<file path="config.mk">
export PLATFORM = sky130hd
export DESIGN_NAME = prio_enc_pipe
export DESIGN_NICKNAME = d
export VERILOG_FILES = /design/src/rtl/enc_pkg.sv /design/src/rtl/enc_core.sv /design/src/rtl/prio_enc_pipe.sv
export SDC_FILE = /design/constraint.sdc
export NUM_CORES = 1
export LEC_CHECK = 0
export ABC_CLOCK_PERIOD_IN_PS = 3360
export CAP_MARGIN = 25
export CELL_PAD_IN_SITES_DETAIL_PLACEMENT = 0
export CELL_PAD_IN_SITES_GLOBAL_PLACEMENT = 1
export CORE_ASPECT_RATIO = 0.9
export CORE_UTILIZATION = 42
export CTS_BUF_LIST = sky130_fd_sc_hd__clkbuf_8
export CTS_CLUSTER_SIZE = 25
export DETAILED_ROUTE_END_ITERATION = 7
export GPL_TIMING_DRIVEN = 0
export PLACE_DENSITY_LB_ADDON = 0.2
export SLEW_MARGIN = 0
export SYNTH_ARGS = -nofsm -noshare
export SYNTH_HDL_FRONTEND = slang
export SYNTH_HIERARCHICAL = 1
export SYNTH_SLANG_ARGS = --single-unit
</file>
<file path="constraint.sdc">
create_clock -name clock -period 3.36 [get_ports clock]
set_input_delay 0.504 -clock clock [delete_from_list [all_inputs] [get_ports clock]]
set_output_delay 0.504 -clock clock [all_outputs]
set_load 0.01 [all_outputs]
</file>
<file path="src/rtl/enc_pkg.sv">
// Purpose: shared mode encodings and index-width helper for the priority encoder pipe.
// Latency: n/a (package only).
// Backpressure: n/a (package only).
//
// Contents:
//   MODE_STRICT / MODE_LSB / MODE_MSB : per-beat encoding mode values (3 falls back to strict)
//   idx_w(width)                      : index width for a given request width, never below 1
package enc_pkg;

  localparam logic [1:0] MODE_STRICT = 2'd0;
  localparam logic [1:0] MODE_LSB    = 2'd1;
  localparam logic [1:0] MODE_MSB    = 2'd2;

  // Guards against a zero-width index if someone instantiates a degenerate width.
  function automatic int idx_w(input int width);
    return (width < 2) ? 1 : $clog2(width);
  endfunction

endpackage

</file>
<file path="src/rtl/enc_core.sv">
// Purpose: combinational one-hot / LSB-priority / MSB-priority encoder with zero and multi-hot flags.
// Latency: 0 cycles (pure combinational).
// Backpressure: none; the enclosing pipeline decides when the result is captured.
//
// Ports:
//   i_data  [WIDTH-1:0] request vector
//   i_mode  [1:0]       encoding mode (MODE_STRICT, MODE_LSB, MODE_MSB; 3 acts as strict)
//   o_index [IDX_W-1:0] encoded bit position, 0 when the vector is zero
//   o_zero              vector is all-zero
//   o_multi             more than one bit is set
module enc_core
  import enc_pkg::*;
#(
  parameter int WIDTH = 16,
  parameter int IDX_W = idx_w(WIDTH)
) (
  input  logic [WIDTH-1:0] i_data,
  input  logic [1:0]       i_mode,
  output logic [IDX_W-1:0] o_index,
  output logic             o_zero,
  output logic             o_multi
);

  logic [IDX_W-1:0] w_lsb;
  logic [IDX_W-1:0] w_msb;
  logic             w_found;

  always_comb begin
    w_lsb   = '0;
    w_msb   = '0;
    w_found = 1'b0;
    for (int i = 0; i < WIDTH; i++) begin
      if (i_data[i] && !w_found) begin
        w_lsb   = IDX_W'(i);
        w_found = 1'b1;
      end
      // Ascending scan: the last set bit seen is the highest one.
      if (i_data[i]) begin
        w_msb = IDX_W'(i);
      end
    end
  end

  always_comb begin
    o_zero  = ~|i_data;
    // Clearing the lowest set bit leaves something only if a second bit was set.
    o_multi = |(i_data & (i_data - WIDTH'(1)));
    case (i_mode)
      MODE_LSB: o_index = w_lsb;
      MODE_MSB: o_index = w_msb;
      // Strict: a single set bit is both lowest and highest; anything else encodes 0.
      default:  o_index = (o_zero || o_multi) ? '0 : w_lsb;
    endcase
  end

endmodule

</file>
<file path="src/rtl/prio_enc_pipe.sv">
// Purpose: two-stage pipelined priority encoder with valid/ready on both sides and a strict-mode error counter.
// Latency: 2 cycles from input presentation to out_valid (S1 then S2 register), 1 beat/cycle throughput.
// Backpressure: out_ready stalls S2, which stalls S1, which drops in_ready combinationally (no skid buffer).
//
// Ports:
//   clock, reset_n       rising-edge clock, synchronous active-low reset
//   enable               gates acceptance only; in-flight beats keep draining
//   mode [1:0]           per-beat encoding mode, sampled with the beat
//   in_valid/in_ready    input handshake, in_data [WIDTH-1:0] request vector
//   out_valid/out_ready  output handshake, out_index/out_zero/out_multi result
//   err_count [CNT_W-1:0] saturating count of delivered strict-mode zero/multi beats
//   clear_err            synchronous clear of err_count, wins over a same-cycle increment
module prio_enc_pipe
  import enc_pkg::*;
#(
  parameter int WIDTH = 16,
  parameter int CNT_W = 8
) (
  input  logic                      clock,
  input  logic                      reset_n,
  input  logic                      enable,
  input  logic [1:0]                mode,
  input  logic                      in_valid,
  output logic                      in_ready,
  input  logic [WIDTH-1:0]          in_data,
  output logic                      out_valid,
  input  logic                      out_ready,
  output logic [idx_w(WIDTH)-1:0]   out_index,
  output logic                      out_zero,
  output logic                      out_multi,
  output logic [CNT_W-1:0]          err_count,
  input  logic                      clear_err
);

  // Derived from WIDTH; intentionally not a parameter so it cannot be overridden.
  localparam int IDX_W = idx_w(WIDTH);

  logic             r_s1_valid;
  logic [WIDTH-1:0] r_s1_data;
  logic [1:0]       r_s1_mode;

  logic             r_s2_valid;
  logic [IDX_W-1:0] r_s2_index;
  logic             r_s2_zero;
  logic             r_s2_multi;
  logic             r_s2_err;

  logic [CNT_W-1:0] r_err_cnt;

  logic             w_s2_adv;
  logic             w_s1_adv;
  logic             w_in_fire;
  logic             w_out_fire;
  logic [IDX_W-1:0] w_index;
  logic             w_zero;
  logic             w_multi;
  logic             w_s1_strict;

  assign w_s2_adv   = !r_s2_valid || out_ready;
  assign w_s1_adv   = !r_s1_valid || w_s2_adv;
  assign in_ready   = enable && w_s1_adv;
  assign w_in_fire  = in_valid && in_ready;
  assign w_out_fire = r_s2_valid && out_ready;

  // Mode 3 is treated as strict, so "strict" means neither priority mode.
  assign w_s1_strict = (r_s1_mode != MODE_LSB) && (r_s1_mode != MODE_MSB);

  enc_core #(
    .WIDTH (WIDTH),
    .IDX_W (IDX_W)
  ) u_enc_core (
    .i_data  (r_s1_data),
    .i_mode  (r_s1_mode),
    .o_index (w_index),
    .o_zero  (w_zero),
    .o_multi (w_multi)
  );

  always_ff @(posedge clock) begin
    if (!reset_n) begin
      r_s1_valid <= 1'b0;
      r_s1_data  <= '0;
      r_s1_mode  <= MODE_STRICT;
      r_s2_valid <= 1'b0;
      r_s2_index <= '0;
      r_s2_zero  <= 1'b0;
      r_s2_multi <= 1'b0;
      r_s2_err   <= 1'b0;
      r_err_cnt  <= '0;
    end else begin
      // When S1 advances its beat has moved on to S2, so it refills or empties.
      if (w_s1_adv) begin
        r_s1_valid <= w_in_fire;
        if (w_in_fire) begin
          r_s1_data <= in_data;
          r_s1_mode <= mode;
        end
      end

      // Result fields only load with a real beat so they hold while idle or stalled.
      if (w_s2_adv) begin
        r_s2_valid <= r_s1_valid;
        if (r_s1_valid) begin
          r_s2_index <= w_index;
          r_s2_zero  <= w_zero;
          r_s2_multi <= w_multi;
          r_s2_err   <= w_s1_strict && (w_zero || w_multi);
        end
      end

      // Errors count when the beat is delivered, not when it is encoded.
      if (clear_err) begin
        r_err_cnt <= '0;
      end else if (w_out_fire && r_s2_err && (r_err_cnt != {CNT_W{1'b1}})) begin
        r_err_cnt <= r_err_cnt + CNT_W'(1);
      end
    end
  end

  assign out_valid = r_s2_valid;
  assign out_index = r_s2_index;
  assign out_zero  = r_s2_zero;
  assign out_multi = r_s2_multi;
  assign err_count = r_err_cnt;

endmodule

</file>
* Word level (Yosys, flattened, before mapping)
Index checks and enable logic that the tools add are counted.
Widths: inputs -> output; s select.
** Word-level totals
- Register bits :: 35
- Memories kept :: 0
- Latch bits :: 0
- Bits of input ports :: 24
- Bits in read-only memories :: 0
- Output and inout port bits :: 16
- Logic and storage cells :: 113
- RAM bits :: 0
** Cells by class
- $mul :: 0
- Reductions and logical operators :: 48
- Div/mod/pow operators :: 0
- Eq/ne operators :: 5
- Shifts and indexed selects :: 0
- Add/subtract/negate cells :: 2
- Magnitude comparators :: 0
- Bitwise logic cells :: 2
- Multiplexer cells :: 47
** Operator list (count)
- $mux 4 :: 17
- $reduce_or 16->1 :: 2
- $mux 3 :: 8
- $logic_and 1x1->1 :: 22
- $logic_not 1->1 :: 18
- $mux 1 :: 17
- $and 16x16->16 :: 1
- $sub 16x1->16 const B :: 1
- $add 8x1->8 const B :: 1
- $mux 2 :: 4
- $ne 8x8->1 const B :: 1
- $pmux 4 s2 :: 1
- $reduce_and 2->1 :: 2
- $logic_or 1x1->1 :: 3
- $eq 2x1->1 const B :: 1
- $eq 2x2->1 const B :: 1
- $ne 2x1->1 const B :: 1
- $ne 2x2->1 const B :: 1
- $reduce_or 2->1 :: 1
- $not 1->1 :: 1

* Longest topological paths before layout
- Depth after elaboration :: 48
- Mapped depth :: 9
- Depth with buffers taken out :: 9

* Cells and area by module
The synthesis kept the hierarchy.
** Modules (own cells, without submodules)
- prio_enc_pipe :: cells each 158, instances 1, area an instance 1402.6 um^2
- enc_core :: cells each 86, instances 1, area an instance 564.3 um^2

* Worst setup path before layout
No wires, ideal clock.
- Kind :: register to register
- From :: register r_s1_data[0]
- To :: register r_s2_index[3] (netlist: out_index[3])
- Setup slack :: 1.468 ns
- Stages on the path, launching flop included :: 9
- Buffers on the path :: 0
- Data arrival time :: 1.826 ns
- Cell sequence :: dfxtp_1 > or4_4 > a2111oi_4 > a21oi_1 > a21oi_2 > nand3_2 > a222oi_1 > mux2i_1 > nor2b_1
** Between the ends
- Elaborated cells on any way between the ends :: 61
- Classes of those cells :: add/sub: 1; mux: 25; bitwise: 1; reduce/logical: 34
** RTL lines
- start: declaration :: line prio_enc_pipe.sv:39 : logic [WIDTH-1:0] r_s1_data;
- start signal: assignment :: line prio_enc_pipe.sv:95 : r_s1_data <= in_data;
- $sub 16x1->16 :: line enc_core.sv:47 : o_multi = |(i_data & (i_data - WIDTH'(1)));
- $and 16x16->16 * :: line enc_core.sv:47
- $reduce_or 16->1 * :: line enc_core.sv:47
- named net w_multi :: line prio_enc_pipe.sv:56 : logic w_multi;
- $logic_or 1x1->1 * :: line enc_core.sv:52 : default: o_index = (o_zero || o_multi) ? '0 : w_lsb;
- $mux 4 * :: line enc_core.sv:52
- $pmux 4 s2 * :: line enc_core.sv:48 : case (i_mode)
- named net w_index[3] :: line prio_enc_pipe.sv:54 : logic [IDX_W-1:0] w_index;
- end signal: assignment :: line prio_enc_pipe.sv:104 : r_s2_index <= w_index;
- end: declaration :: line prio_enc_pipe.sv:43 : logic [IDX_W-1:0] r_s2_index;
The timed path passes the listed nets; every way through them passes the cells marked *.
A chain may end at the register's enable or synchronous reset.

* Final worst setup path
- From :: input port out_ready
- To :: output port in_ready
** Between the ends
- Cells in the longest elaborated chain, start to end :: 3
** Ends and longest elaborated chain
- start: declaration :: line prio_enc_pipe.sv:27 : input logic out_ready,
- $logic_or 1x1->1 :: line prio_enc_pipe.sv:59 : assign w_s2_adv = !r_s2_valid || out_ready;
- $logic_or 1x1->1 :: line prio_enc_pipe.sv:60 : assign w_s1_adv = !r_s1_valid || w_s2_adv;
- $logic_and 1x1->1 :: line prio_enc_pipe.sv:61 : assign in_ready = enable && w_s1_adv;
- end: declaration :: line prio_enc_pipe.sv:24 : output logic in_ready,
Every way passes these cells.

==> out/results.tsv <==
stage	metric	value	unit
critical_path	rr_endpoint	out_index[3]	
logic_synthesis	async_flop_share	0	%
clock_network	postCtsHoldBufs	0	
grt	antenna_found_initial	0	
grt	grt_usage	20.4	%
route	ant_nets	0	
logic_synthesis	synth_edf_count	0	
critical_path	crit_path_start_kind	primary input	
final_layout	fill_cells	437	
clock_network	cts-root-buf	clkbuf_8	
final_layout	multi_input_area	1180	um^2
clock_network	clock_sinks	35	
logic_synthesis	ys_ff_latch	35	
hold_path	holdCritPathClass	reg2reg	
clock_network	cts_tree	done	
route	routed-wl-met3	310	um
grt	grt_max_degree	11	
power	power	0.940	mW
sta	hold_viol	0	
logic_synthesis	synth_fa_ha_area_share	1.91	%
sta	tightestPinTransition	0.557	ns
power	p_per_area	375	nW/um^2
place	place_ws	0.929	ns
logic_synthesis	yosysTopAreaCellShare	35.6	%
place	port_buffers	38	
route	wire_per_inst	13.4	um
hold_path	hold_start	r_s2_err	
final_layout	antenna_cells	0	
sta	whs	0.480	ns
route	routed_wl	4.73	mm
logic_synthesis	synth_ff_type	dfxtp_1	
hold_path	hold_path_end	r_s2_err	
logic_synthesis	ys_seq_area_share	35.6	%
route	highest_layer	met4	
critical_path	startpoint	out_ready	
logic_synthesis	synth.top_cells.by_count	dfxtp_1, nand2_1, o21ai_0	
run	cap_violations	0	
logic_synthesis	synth_top_area_cell	dfxtp_1	
logic_synthesis	syn_avg_cell_area	8.06	um^2
sta	setup_slack	0.933	ns
logic_synthesis	yosys.area_share.simple	28.4	%
critical_path	cp.required	2.86	ns
logic_synthesis	syn_inst	244	
route	dr.pass1.iters	4	
logic_synthesis	synth-compound-area-share	24.9	%
critical_path	arrival	1.92	ns
final_layout	area_delta_synth_final	27.4	%
route	drc	0	
logic_synthesis	synth_area_leaders	dfxtp_1, o21ai_0, nand3_1	
logic_synthesis	synth_xor_area_share	1.34	%
critical_path	reg2reg_from	r_s1_data[7]	
critical_path	r2r_cells	8	
power	vdd_drop_max	212	uV
clock_network	clock_path_buffers	2	
critical_path	criticalPathCategory	in2out	
outcome	outcome	finished clean	
clock_network	cts_setup_buffers	0	
critical_path	end_kind	output port	
sta	slew_viol_final	0	
route	detail_route.iter0.violations	112	
clock_network	cts_resized	0	
route	met2_length	2.02	mm
sta	clock_skew	0.00345	ns
logic_synthesis	synth.most_common_cell	dfxtp_1	
final_layout	drive_above_1_share	6.55	%
logic_synthesis	synthMuxAreaShare	3.56	%
hold_path	whs_path_depth	2	
sta	max_slew_margin	62.5	%
grt	grt_first_pass_wirelength	7.63	mm
power	power.leakage	0.912	nW
sta	setup_viol	0	
place	gp_congestion	0.829	
die	initial_core_util	44.1	%
critical_path	worst-path-max-fanout	4	
clock_network	cts_max_level	2	
final_layout	ff_latch_area	701	um^2
logic_synthesis	synth_top_family_by_area	simple AND/OR/NAND/NOR gates	
die	ios	40	
die	die_h	66.9	um
clock_network	numCtsBuffers	5	
logic_synthesis	synth_fp_nets	271	
sta	finalSetupTns	0	ns
sta	layout_min_cycle_time	2.43	ns
die	rows	23	
sta	finalCritPeriodShare	72.2	%
grt	overflow	0	
grt	grt_pass1_vias	1574	
die	die_x	74.1	um
place	place_inst	344	
logic_synthesis	yosysWarningCount	6	
sta	rsz0062_at_grt	false	
final_layout	layout.nets	316	
route	via_count	1894	
final_layout	stdcell_count	352	
route	met1_length	2.36	mm
clock_network	path_clk_slew	0.07	ns
logic_synthesis	yosysUniqueCellTypes	51	
sta	max_freq	412	MHz
critical_path	r2r_slack	1.14	ns
logic_synthesis	syn-cell-area	1970	um^2
die	die_area	4960	um^2
clock_network	insertion_delay	0.28	ns
place	dp_hpwl	3.59	mm
die	coreArea	4460	um^2
route	via_per_inst	5.38	
-- worst max-delay path by stage --
| stage | end | slack [ns] | depth (start not counted) |
|---|---|---|---|
| after detailed placement | in_ready | 0.93 | 4 |
| after CTS | in_ready | 0.92 | 4 |
| after global routing | in_ready | 0.87 | 4 |
| after floorplan | out_index[3] | 1.47 | 8 |
| final | in_ready | 0.93 | 4 |
| after global placement | in_ready | 0.94 | 4 |
-- cells by family after synthesis --
logic type / Yosys count
adders and majority gates: 3
DFF: 35
muxes: 7
AOI/OAI and AO/OA: 75
xor gates and xnor gates: 3
buffers and inverters: 20
and+or+nand+nor: 101
-- stage by stage --
stage               cell area [um^2]  util, %
floorplan                       1970        -
global placement                2420     54.4
detailed placement              2420     54.4
CTS                             2510     56.2
global route                    2510     56.2
finish                          2510     56.2
-- flip-flops by register name (all words and copies together), names as in the netlist --
signal      cells
r_s1_data      16
r_s2_err        1
out_valid       1
r_s1_mode       2
r_s1_valid      1
err_count       8
out_multi       1
out_zero        1
out_index       4
-- layout make-up --
class	count	area share (%)
clock buffers	5	2.75
multi-input cells	189	47.2
flip-flops and latches	35	28.0
clock inverters	3	0.499
well taps	62	3.10
plain buffers	10	1.85
inverters	10	1.50
repair buffers	38	15.2
-- report_power, final --
group | switching [mW] | total (mW) | internal [mW]
Combinational | 0.100 | 0.199 | 0.0994
Clock | 0.144 | 0.284 | 0.139
Sequential | 0.0269 | 0.457 | 0.430
-- worst max-delay path, stage by stage --
cell	delay, ns
clkdlybuf4s50_1	0.55
nand3b_1	0.19
and2_1	0.15
clkdlybuf4s50_1	0.53
-- cell usage in the layout, fill, tap and decap left out, drive strengths merged, types with 6 or more instances in the layout --
cell type      netlist  routed
clkdlybuf4s50        0      38
dfxtp               35      35
nand2               28      28
o21ai               27      27
nand3               24      24
nor2                18      18
a21oi               13      13
inv                 10      12
clkbuf               7      12
mux2i                7       7
nor2b                7       7
a211oi               6       6
-- layer usage --
| layer | vias up | GRT usage, % |
|---|---|---|
| met2 | 64 | 28.9 |
| met4 | 0 | 5.77 |
| met5 | - | 0 |
| li1 | 983 | - |
| met3 | 4 | 4.54 |
| met1 | 843 | 30.2 |
Power figures use the tool's default switching activity.
==> edit 1, RTL diff (same settings) <==
Put one more register stage on the output `err_count`, cleared by the reset. The value now appears one clock later. The other outputs are not delayed to match. Comments in the files are not updated.
--- a/src/rtl/prio_enc_pipe.sv
+++ b/src/rtl/prio_enc_pipe.sv
@@ -123,3 +123,9 @@
   assign out_multi = r_s2_multi;
-  assign err_count = r_err_cnt;
+  always_ff @(posedge clock) begin
+    if (!reset_n) begin
+      err_count <= '0;
+    end else begin
+      err_count <= r_err_cnt;
+    end
+  end
 
Function: changed (Yosys sat finds a counterexample within 4 cycles, from zero or initial values and one cycle with reset_n low).
==> edit 1 against the original RTL <==
Final area up 10%; die area up 11%; sequential cell count up 8; wire length up 8.4%; worst setup slack better by 0.016 ns; largest power group unchanged; power up 19%; area after synthesis up 12%; worst hold slack better by 0.018 ns.
==> edit 1: results (changes against the original RTL) <==
| Metric | Value |
|---|---|
| Outcome | `completed (unchanged)` |
| Area contributors post-synth | `dfxtp_1 (39%), nand3_1 (5.0%), o21ai_0 (5.0%) (was dfxtp_1 (36%), o21ai_0 (5.9%), nand3_1 (5.6%))` |
| # diodes | `0 (unchanged)` |
| Setup bufs post-CTS | `0 (unchanged)` |
| Share of layout cells above drive strength 1 | `7.692% (was 6.552%)` |
| Largest net degree at the start of global routing | `14 (was 11)` |
| Inst Count DP | `369 (was 344)` |
| HPWL after DPL | `3.917 mm (was 3.587 mm)` |
| Layout Nets | `338 (was 316)` |
| Drt total wl | `5.121 mm (was 4.726 mm)` |
| Register area share after synthesis | `39.14% (was 35.62%)` |
| CTS Root Cell | `clkbuf_8 (unchanged)` |
| Final Skew | `0.003454 ns (was 0.003453 ns)` |
| Initial antenna violation count | `0 (unchanged)` |
| Max incr delay on CP | `0.53 ns (was 0.55 ns)` |
| Via density | `5.430 (was 5.381)` |
| Post-DP Area | `2661 um2 (was 2425 um2)` |
| Drt pass-1 iters | `4 (unchanged)` |
| Number of global-route vias before repair | `1785 (was 1574)` |
| Worst VDD drop | `0.0001682 V (was 0.0002124 V)` |
| # port buffers | `38 (unchanged)` |
| First DRT Iteration DRCs | `113 (was 112)` |
| Total global-route track usage | `19.90% (was 20.39%)` |
| Top post-synthesis cells by count | `dfxtp_1 (43), nand2_1 (29), nand3_1 (22), o21ai_0 (22), nor2_1 (18) (was dfxtp_1 (35), nand2_1 (28), o21ai_0 (23))` |
| Post-CTS sizing | `0 (unchanged)` |
| First-pass GRT wire length | `8.645 mm (was 7.631 mm)` |
| Mapped Nets | `293 (was 271)` |
| Routability Congestion | `0.8201 (was 0.8292)` |
| Non-Filler Instances | `377 (was 352)` |
| Worst hold path stage count | `2 (unchanged)` |
| Worst-Margin Slew | `0.4909 ns (was 0.5570 ns)` |
| Distinct cells, synth | `51 (unchanged)` |
| Leak | `0.9970 nW (was 0.9117 nW)` |
| # fillers | `486 (was 437)` |
| Async SR Flop Fraction | `0% (unchanged)` |
| Sw Ratio | `27.48% (was 28.87%)` |
| Gate Count Post-Synth | `266 (was 244)` |
| Yosys warns | `6 (unchanged)` |
edit 1: cell count changes after synthesis, moves of 2 or more:
cell	change
o21ai_1	+2
dfxtp_1	+8
and2_1	+7
nor3_1	+2
clkbuf_1	+2
edit 1: final timing paths:
path | startpoint | to | slack, ns
worst max-delay path | out_ready | in_ready | 0.95
worst min-delay path | r_s2_err | r_s2_err | 0.50
worst max register to register | r_s1_data[11] | out_index[3] | 1.15
worst min register to register | r_s2_err | r_s2_err | 0.50
edit 1: area by class of cell:
class / instances / area share [%]
buffer: 12 / 1.991
clock buffer: 7 / 3.484
clock inverter: 1 / 0.2715
inverter: 10 / 1.357
multi-input combinational: 201 / 45.07
sequential: 43 / 31.13
tap: 65 / 2.941
timing repair buffer: 38 / 13.76
edit 1: layer usage:
layer  part of all wire (%)  routed length (um)  GRT usage, %  vias up
li1                       -                   -             -     1052
met1                     55                2829         30.55      938
met2                     41                2097         27.97       55
met3                    3.3                 171         3.484        2
met4                   0.43                  22         6.173        0
met5                      0                   0             0        -
edit 1: metrics by stage:
step | setup WS, ns | util (%) | power, mW
3_3_place_gp | 0.9393 | 53.71 | 0.7618
5_1_grt | 0.9011 | 55.81 | 1.175
4_1_cts | 0.9421 | 55.81 | 1.124
3_5_place_dp | 0.9466 | 53.71 | 0.7624
6_report | 0.9497 | 55.81 | 1.117
2_1_floorplan | 1.468 | - | 0.6919
edit 1: power by group through the flow:
stage / Clock [mW] / Combinational, mW / Sequential [mW]
2_1_floorplan: 0 / 0.134 / 0.558
3_3_place_gp: 0 / 0.198 / 0.563
3_5_place_dp: 0 / 0.199 / 0.564
4_1_cts: 0.373 / 0.200 / 0.552
5_1_grt: 0.397 / 0.222 / 0.555
6_report: 0.365 / 0.200 / 0.552
edit 1: worst register-to-register path, cell delays in order (launching register included):
cell and delay, ns:
dfxtp_1 0.40, nor4_4 0.48, nand4_1 0.26, o22ai_1 0.17, and4_1 0.23, nand3_2 0.13
a222oi_1 0.27, mux2i_1 0.12, nor2b_1 0.11
edit 1: cell families (layout without fill, tap and decap cells):
logic type	after synthesis	count (layout)	share of synthesized area [%]
and+or+nand+nor	114	114	28.84
AOI/OAI and AO/OA	74	74	21.73
buffers and inverters	22	68	4.208
adders and majority gates	3	3	1.707
DFF	43	43	39.14
muxes	7	7	3.186
xor gates and xnor gates	3	3	1.195
==> edit 2, RTL diff (config.mk and constraints unchanged) <==
Made on the original files. Set the parameter `CNT_W` to 10 (it was 8).
--- a/src/rtl/prio_enc_pipe.sv
+++ b/src/rtl/prio_enc_pipe.sv
@@ -16,3 +16,3 @@
   parameter int WIDTH = 16,
-  parameter int CNT_W = 8
+  parameter int CNT_W = 10
 ) (
Interface: changed (resized err_count); port bits go from 40 to 42. The function was not compared with the original's and may differ.
==> edit 2 against the original RTL <==
Power grew 14%; sequential cell count grew 2; utilization grew 2.1 points; final area grew 7.7%; sequential power grew 4.4%; wire length grew 3.4%; combinational power shrank 3%; area after synthesis grew 6.5%; cell count grew 4.5%; worst setup slack gained 0.023 ns; highest routed layer unchanged.
==> edit 2: results (changes against the original RTL) <==
| Metric | Value |
|---|---|
| Final Skew | `0.005534 ns (was 0.003453 ns)` |
| Top post-synthesis cells by count | `nand2_1 (47), dfxtp_1 (37), nor2_1 (16) (was dfxtp_1 (35), nand2_1 (28), o21ai_0 (23))` |
| Max H-tree Level | `2 (unchanged)` |
| Setup bufs post-CTS | `0 (unchanged)` |
| Tightest Hold Check Type | `reg2reg (unchanged)` |
| # fillers | `435 (was 437)` |
| Outcome | `completed (unchanged)` |
| Distinct cells, synth | `51 (unchanged)` |
| # diodes | `0 (unchanged)` |
| HPWL after DPL | `3.686 mm (was 3.587 mm)` |
| Initial antenna violation count | `0 (unchanged)` |
| First-pass GRT wire length | `8.217 mm (was 7.631 mm)` |
| Pre-CTS setup slack | `0.9484 ns (was 0.9294 ns)` |
| Worst-Margin Slew | `0.5916 ns (was 0.5570 ns)` |
| Clock latency on the worst-skew pair | `0.28 ns (about the same)` |
| Number of global-route vias before repair | `1736 (was 1574)` |
| Total global-route track usage | `19.81% (was 20.39%)` |
| Routability Congestion | `0.8115 (was 0.8292)` |
| Mapped Nets | `284 (was 271)` |
| # port buffers | `41 (was 38)` |
| Clk slew on worst S/H paths | `0.07 ns (about the same)` |
| Critical path's slowest cell | `clkdlybuf4s50_1 (unchanged)` |
| Leak | `0.9838 nW (was 0.9117 nW)` |
| Area contributors post-synth | `dfxtp_1 (35%), nand2_1 (8.4%), a21boi_1 (4.3%) (was dfxtp_1 (36%), o21ai_0 (5.9%), nand3_1 (5.6%))` |
| Drt pass-1 iters | `4 (unchanged)` |
| Layout Nets | `332 (was 316)` |
| Clock buffer depth | `2 (unchanged)` |
| Worst setup margin | `0.9566 ns (was 0.9334 ns)` |
| Max incr delay on CP | `0.53 ns (was 0.55 ns)` |
| Inst Count DP | `360 (was 344)` |
| DR WL/cell | `13.28 um (was 13.43 um)` |
| Register area share after synthesis | `35.36% (was 35.62%)` |
| Async SR Flop Fraction | `0% (unchanged)` |
| Hold slack | `0.4966 ns (was 0.4803 ns)` |
| Share of layout cells above drive strength 1 | `7.516% (was 6.552%)` |
| R2r setup slk | `1.16 ns (was 1.14 ns)` |
| Gate Count Post-Synth | `257 (was 244)` |
| Final ANT Viol Nets | `0 (unchanged)` |
| Final Setup Violations | `0 (unchanged)` |
| Largest net degree at the start of global routing | `12 (was 11)` |
| CTS Root Cell | `clkbuf_8 (unchanged)` |
| Post-CTS sizing | `0 (unchanged)` |
| Largest register FFs | `16 (unchanged)` |
| Via count | `2005 (was 1894)` |
| Crit path arrival time | `1.90 ns (was 1.92 ns)` |
| Worst VDD drop | `0.0002092 V (was 0.0002124 V)` |
| Yosys warns | `6 (unchanged)` |
| Crit-path max FO | `4 (unchanged)` |
| Largest Register | `r_s1_data (unchanged)` |
| First DRT Iteration DRCs | `140 (was 112)` |
| CTS Buf Count | `5 (unchanged)` |
| Via density | `5.448 (was 5.381)` |
edit 2: path summary, 6_finish.rpt:
| check | start | endpoint | cells after the start |
|---|---|---|---|
| worst max-delay path | out_ready | in_ready | 4 |
| worst min-delay path | r_s2_err | r_s2_err | 2 |
| worst max register to register | r_s1_data[0] | out_index[3] | 8 |
| worst min register to register | r_s2_err | r_s2_err | 2 |
edit 2: per-stage QoR:
| stage | cell area, um2 | total power, mW |
|---|---|---|
| floorplan | 2095 | 0.6103 |
| global placement | 2582 | 0.6789 |
| detailed placement | 2582 | 0.6793 |
| CTS | 2699 | 1.075 |
| global route | 2699 | 1.122 |
| finish | 2699 | 1.068 |
edit 2: power breakdown:
group	internal, mW	switching [mW]
logic	0.0993	0.0949
registers	0.452	0.0249
clock network	0.239	0.157
total	0.791	0.277
edit 2: layout make-up:
| type | count | share of cell area [%] |
|---|---|---|
| inverter | 10 | 1.391 |
| multi-input combinational | 203 | 47.33 |
| clock buffer | 6 | 3.060 |
| buffer | 7 | 1.437 |
| timing repair buffer | 41 | 15.21 |
| sequential | 37 | 27.45 |
| clock inverter | 2 | 1.252 |
| tap | 62 | 2.874 |
edit 2: per-layer routing:
metal,GRT usage (%),routed length [um]
met1,28.74,2682
met2,29.39,1976
met3,5.263,208
met4,3.606,19
met5,0,0
edit 2: worst max-delay path, delay by kind of cell:
family | cells | cell delay, ns
buf+inv | 2 | 1.05
simple gates | 2 | 0.34
edit 2: cells by family (layout without fill, tap and decap cells):
group           after synthesis  count (layout)  synth area share (%)
mux                           7               7                 3.345
xor+xnor                      3               3                 1.255
flops                        37              37                 35.36
fa+ha+maj                     3               3                 1.792
buf+inv                      17              66                 3.644
simple gates                114             114                 28.85
compound gates               76              76                 25.75
